**config.mk**
```make
export PLATFORM = sky130hd
export DESIGN_NAME = data_mem_ctrl
export DESIGN_NICKNAME = d
export VERILOG_FILES = /design/src/rtl/data_mem_ctrl_pkg.sv /design/src/rtl/data_mem_ctrl.sv
export SDC_FILE = /design/constraint.sdc
export NUM_CORES = 1
export LEC_CHECK = 0
export BUFFER_PORTS_ARGS = -buffer_cell sky130_fd_sc_hd__buf_2
export CAP_MARGIN = 10
export CELL_PAD_IN_SITES_DETAIL_PLACEMENT = 1
export CELL_PAD_IN_SITES_GLOBAL_PLACEMENT = 1
export CORE_MARGIN = 8
export CORE_UTILIZATION = 34
export DETAILED_ROUTE_END_ITERATION = 16
export MAX_ROUTING_LAYER = met4
export PLACE_DENSITY = 0.8
export SYNTH_ARGS = -nofsm -noshare
export SYNTH_HDL_FRONTEND = slang
export SYNTH_SLANG_ARGS = --single-unit
```
**constraint.sdc**
```tcl
create_clock -name clk -period 2.08 [get_ports clk]
set_input_delay 0.416 -clock clk [delete_from_list [all_inputs] [get_ports clk]]
set_output_delay 0.416 -clock clk [all_outputs]
set_load 0.02 [all_outputs]
```
**src/rtl/data_mem_ctrl_pkg.sv**
```systemverilog
// ---------------------------------------------------------------------------
// data_mem_ctrl_pkg: shared types for the memory-stage bus adapter | rev 1.0
// ---------------------------------------------------------------------------
`default_nettype none

package data_mem_ctrl_pkg;

  typedef logic [31:0] word;

  typedef enum logic {
    MEM_READ_EN  = 1'b0,
    MEM_WRITE_EN = 1'b1
  } mem_en_t;

  typedef struct packed {
    logic    mem_enable;
    mem_en_t mem_en;
    word     address;
    word     data_in;
  } data_memory_interface_t;

endpackage

`default_nettype wire

```
**src/rtl/data_mem_ctrl.sv**
```systemverilog
// ---------------------------------------------------------------------------
// data_mem_ctrl: write-unit request to req/ack bus adapter with stall and
// fault reporting | rev 1.0
// ---------------------------------------------------------------------------
`default_nettype none

module data_mem_ctrl
  import data_mem_ctrl_pkg::*;
#(
  parameter int unsigned TIMEOUT_CYCLES = 255
) (
  input  logic                   clk,
  input  logic                   rst_n,
  input  data_memory_interface_t mem_sig,
  output word                    mem_data_out,
  output logic                   stall,
  output logic                   mem_fault,
  output logic [1:0]             fault_cause,
  output logic                   bus_req,
  output logic                   bus_we,
  output word                    bus_addr,
  output word                    bus_wdata,
  input  logic                   bus_ack,
  input  logic                   bus_err,
  input  word                    bus_rdata
);

  localparam int unsigned CNT_W = $clog2(TIMEOUT_CYCLES + 1);

  localparam logic [1:0] c_ST_IDLE = 2'd0;
  localparam logic [1:0] c_ST_BUSY = 2'd1;
  localparam logic [1:0] c_ST_DONE = 2'd2;

  localparam logic [1:0] c_CAUSE_NONE  = 2'b00;
  localparam logic [1:0] c_CAUSE_ALIGN = 2'b01;
  localparam logic [1:0] c_CAUSE_BUS   = 2'b10;
  localparam logic [1:0] c_CAUSE_TMO   = 2'b11;

  localparam logic [CNT_W-1:0] c_TMO_LAST = CNT_W'(TIMEOUT_CYCLES - 1);

  logic [1:0]       state_q, state_d;
  logic [CNT_W-1:0] cnt_q, cnt_d;
  logic             we_q, we_d;
  word              addr_q, addr_d;
  word              wdata_q, wdata_d;
  word              data_q, data_d;
  logic [1:0]       cause_q, cause_d;

  always_comb begin
    state_d = state_q;
    cnt_d   = cnt_q;
    we_d    = we_q;
    addr_d  = addr_q;
    wdata_d = wdata_q;
    data_d  = data_q;
    cause_d = cause_q;

    case (state_q)
      c_ST_IDLE: begin
        if (mem_sig.mem_enable) begin
          if (mem_sig.address[1:0] != 2'b00) begin
            data_d  = '0;
            cause_d = c_CAUSE_ALIGN;
            state_d = c_ST_DONE;
          end else begin
            addr_d  = mem_sig.address;
            wdata_d = mem_sig.data_in;
            we_d    = (mem_sig.mem_en == MEM_WRITE_EN);
            cnt_d   = '0;
            state_d = c_ST_BUSY;
          end
        end
      end

      c_ST_BUSY: begin
        cnt_d = cnt_q + CNT_W'(1);
        // An ack in the final allowed cycle still completes the access.
        if (bus_ack) begin
          state_d = c_ST_DONE;
          if (bus_err) begin
            data_d  = '0;
            cause_d = c_CAUSE_BUS;
          end else begin
            data_d  = we_q ? '0 : bus_rdata;
            cause_d = c_CAUSE_NONE;
          end
        end else if (cnt_q == c_TMO_LAST) begin
          data_d  = '0;
          cause_d = c_CAUSE_TMO;
          state_d = c_ST_DONE;
        end
      end

      c_ST_DONE: state_d = c_ST_IDLE;

      default: state_d = c_ST_IDLE;
    endcase
  end

  always_ff @(posedge clk or negedge rst_n) begin
    if (!rst_n) begin
      state_q <= c_ST_IDLE;
      cnt_q   <= '0;
      we_q    <= 1'b0;
      addr_q  <= '0;
      wdata_q <= '0;
      data_q  <= '0;
      cause_q <= c_CAUSE_NONE;
    end else begin
      state_q <= state_d;
      cnt_q   <= cnt_d;
      we_q    <= we_d;
      addr_q  <= addr_d;
      wdata_q <= wdata_d;
      data_q  <= data_d;
      cause_q <= cause_d;
    end
  end

  assign stall        = ((state_q == c_ST_IDLE) && mem_sig.mem_enable) || (state_q == c_ST_BUSY);
  assign bus_req      = (state_q == c_ST_BUSY);
  assign bus_we       = we_q;
  assign bus_addr     = addr_q;
  assign bus_wdata    = wdata_q;
  assign mem_data_out = (state_q == c_ST_DONE) ? data_q : '0;
  assign mem_fault    = (state_q == c_ST_DONE) && (cause_q != c_CAUSE_NONE);
  assign fault_cause  = cause_q;

endmodule

`default_nettype wire

```
==> summary.txt <==
CORE AREA: 12670 um^2
Yosys top cell by area: dfrtp_1
DRT iter0 DRCs: 141
Layout cells sized above 1: 35.49%
Final setup vio count: 0
Worst setup SP type: flip-flop
Gr usage total: 17.10%
Synthesized area: 4419 um^2
Max Slew Vio Count: 0
Sink Count: 109
CP Capture Type: output pin
Outcome: complete, no violations
Placement Cell Area: 5650 um^2
Dpl hpwl: 10290 um
Leak pwr: 3.378 nW
CP arrival: 1.55 ns
Reg-to-reg endpoint: data_q[9]
Final hold violations: 0
Dpl cells: 806
Total number of vias: 3891
Synth Area per Inst: 9.842 um^2
Row cnt: 41
Sequential-to-total area share from yosys stat: 61.72%
Leading post-synthesis cells by cell area: dfrtp_1 (62%), nand2_1 (16%), a22o_1 (6.3%), and2_1 (5.0%), buf_2 (1.2%)
CTS tree: yes
Syn Inst Count: 449
Clock tree buffer depth: 2
N_diodes: 0
P per Cell Area: 1019 nW/um^2
Setup_tns: 0 ns
Initial DRT Pass Iterations: 4
WL/cell: 16.86 um
Post-route clock period utilization: 94.34%
Ys Warns: 0
Worst endpoint required time: 1.66 ns
Worst R2R Start: cnt_q[0]
Reg2reg path depth: 7
Vias per std cell: 4.745
Die Wd: 130.0 um
Max Freq: 509.6 MHz
Synthesis-stage register bit count: 109
Relative slew slack: 59.51%
Hold slack: 0.1206 ns
Vias in the first global route: 4322
Crit path time final: 1.962 ns
Initial antenna violation count: 0
Root Driver: clkbuf_16
Peak supply drop: 465.3 uV
Die ar.: 16900 um^2
Syn Nets: 553
# hold bufs at CTS: 0
IO Pins: 204
Area Growth Syn to Fin: 34.12%
Post-route cell area: 5927 um^2
Worst hold-check path type: input port to async pin
I/O Buffers: 203
Share of the synthesized area in the top cell type: 61.72%
Max cap viols: 0
Largest net degree at the start of global routing: 110
Fin nets: 749
Filler-free cell count of the finished design: 820
Clock Skews: 0.006498 ns
Unrepaired setup endpoints after global routing: false
Initial core utilization: 34.88%
GP Congestion: 0.7915
Post-route antenna net violation count: 0
Global-route wire length before repair: 22090 um
Setup Crit Path Kind: flip-flop to output pin
DR DRC count: 0
R2R setup slack: 0.36 ns
Final WL: 13820 um
Die H: 130.0 um
Clk_lat worst skew: 0.34 ns
Worst-path clk slew: 0.06 ns
Gr ovfl total: 0
Crit path max fanout: 33
Num CTS Buffers: 9
H-tree levels: 3
Worst slew pin tran: 0.6074 ns
Synth unique cells: 30
[area by class of cell]
type | count | area [um^2]
fillers | 1531 | 6744
repair buffers | 210 | 1112
well taps | 172 | 215.2
clock buffers | 13 | 260.3
clock inverters | 1 | 7.507
inverters | 3 | 15.01
multi-input cells | 312 | 1588
flip-flops and latches | 109 | 2729
[metal layers]
layer / GRT usage [%] / wire length (um)
met3: 3.917 / 926
met5: - / 0
met4: 6.489 / 239
met1: 20.54 / 6003
met2: 27.60 / 6653
[synth_stat cells, drive strengths merged]
master / number
a21oi: 4
a22o: 32
and2: 35
and3: 2
and4: 1
buf: 14
clkbuf: 11
dfrtp: 109
ha: 2
inv: 3
nand2: 193
nand2b: 2
nand3: 4
nand4: 1
nor2: 11
nor2b: 2
nor3b: 1
nor4b: 2
nor4bb: 1
o2111ai: 1
o211ai: 3
o21a: 1
o21ai: 8
or3: 1
xor2: 5
[stage by stage]
step	total power, mW	util, %	setup slack (ns)
finish	6.038	46.78	0.1177
global route	6.388	46.78	0.01896
CTS	6.138	46.74	0.01491
detailed placement	4.513	44.59	0.3639
global placement	4.428	44.59	0.4383
floorplan	3.727	-	0.4889
[flip-flops by register name, summed over array words and instances (netlist names)]
signal	flops
state_q	2
fault_cause	2
bus_addr	32
bus_wdata	32
cnt_q	8
bus_we	1
data_q	32
[kinds of logic (layout without fill, tap and decap cells)]
logic type	after synthesis	count (layout)	synth area share (%)
simple gates	256	256	25.45
flops	109	109	61.72
compound gates	49	49	8.579
buf+inv	28	227	2.690
xor+xnor	5	5	0.9909
fa+ha+maj	2	2	0.5662
[critical path: stages (launching register included)]
cell and delay, ns:
dfrtp_2 0.43, nor2b_1 0.19, buf_6 0.23, and2_1 0.18, buf_2 0.17
[where the power goes]
part,internal [mW],total [mW],switching [mW]
clock,0.866,1.59,0.720
sequential,2.54,2.80,0.261
combinational,0.556,1.65,1.10
[repair_timing]
item / CTS / global route
setup endpoints to repair: 4 / 32
gates resized for setup: 1 / 2
buffers inserted: 0 / 0
[placed cells by master, fill, tap and decap left out, types with 2 or more instances in the layout]
cell        count
nand3_1         3
buf_4           4
clkbuf_16       9
clkbuf_8        2
o21ai_1         2
nor4b_4         2
o21ai_0         6
dfrtp_1       108
a22o_1         32
and2_1         35
nor2_1         10
a21oi_1         4
inv_1           2
o211ai_1        3
buf_2         202
buf_12          3
clkinvlp_4      2
ha_1            2
xor2_1          5
nand2_1       193
nor2b_1         2
clkbuf_1        2
[worst max path at each step]
stage / start / depth (start not counted) / end
6_report: state_q[1] / 4 / mem_data_out[7]
3_3_place_gp: state_q[1] / 4 / mem_data_out[4]
3_5_place_dp: state_q[1] / 4 / mem_data_out[8]
5_1_grt: state_q[0] / 4 / mem_data_out[8]
4_1_cts: state_q[1] / 3 / bus_req
2_1_floorplan: state_q[1] / 3 / mem_data_out[22]
Power figures use the tool's default switching activity.
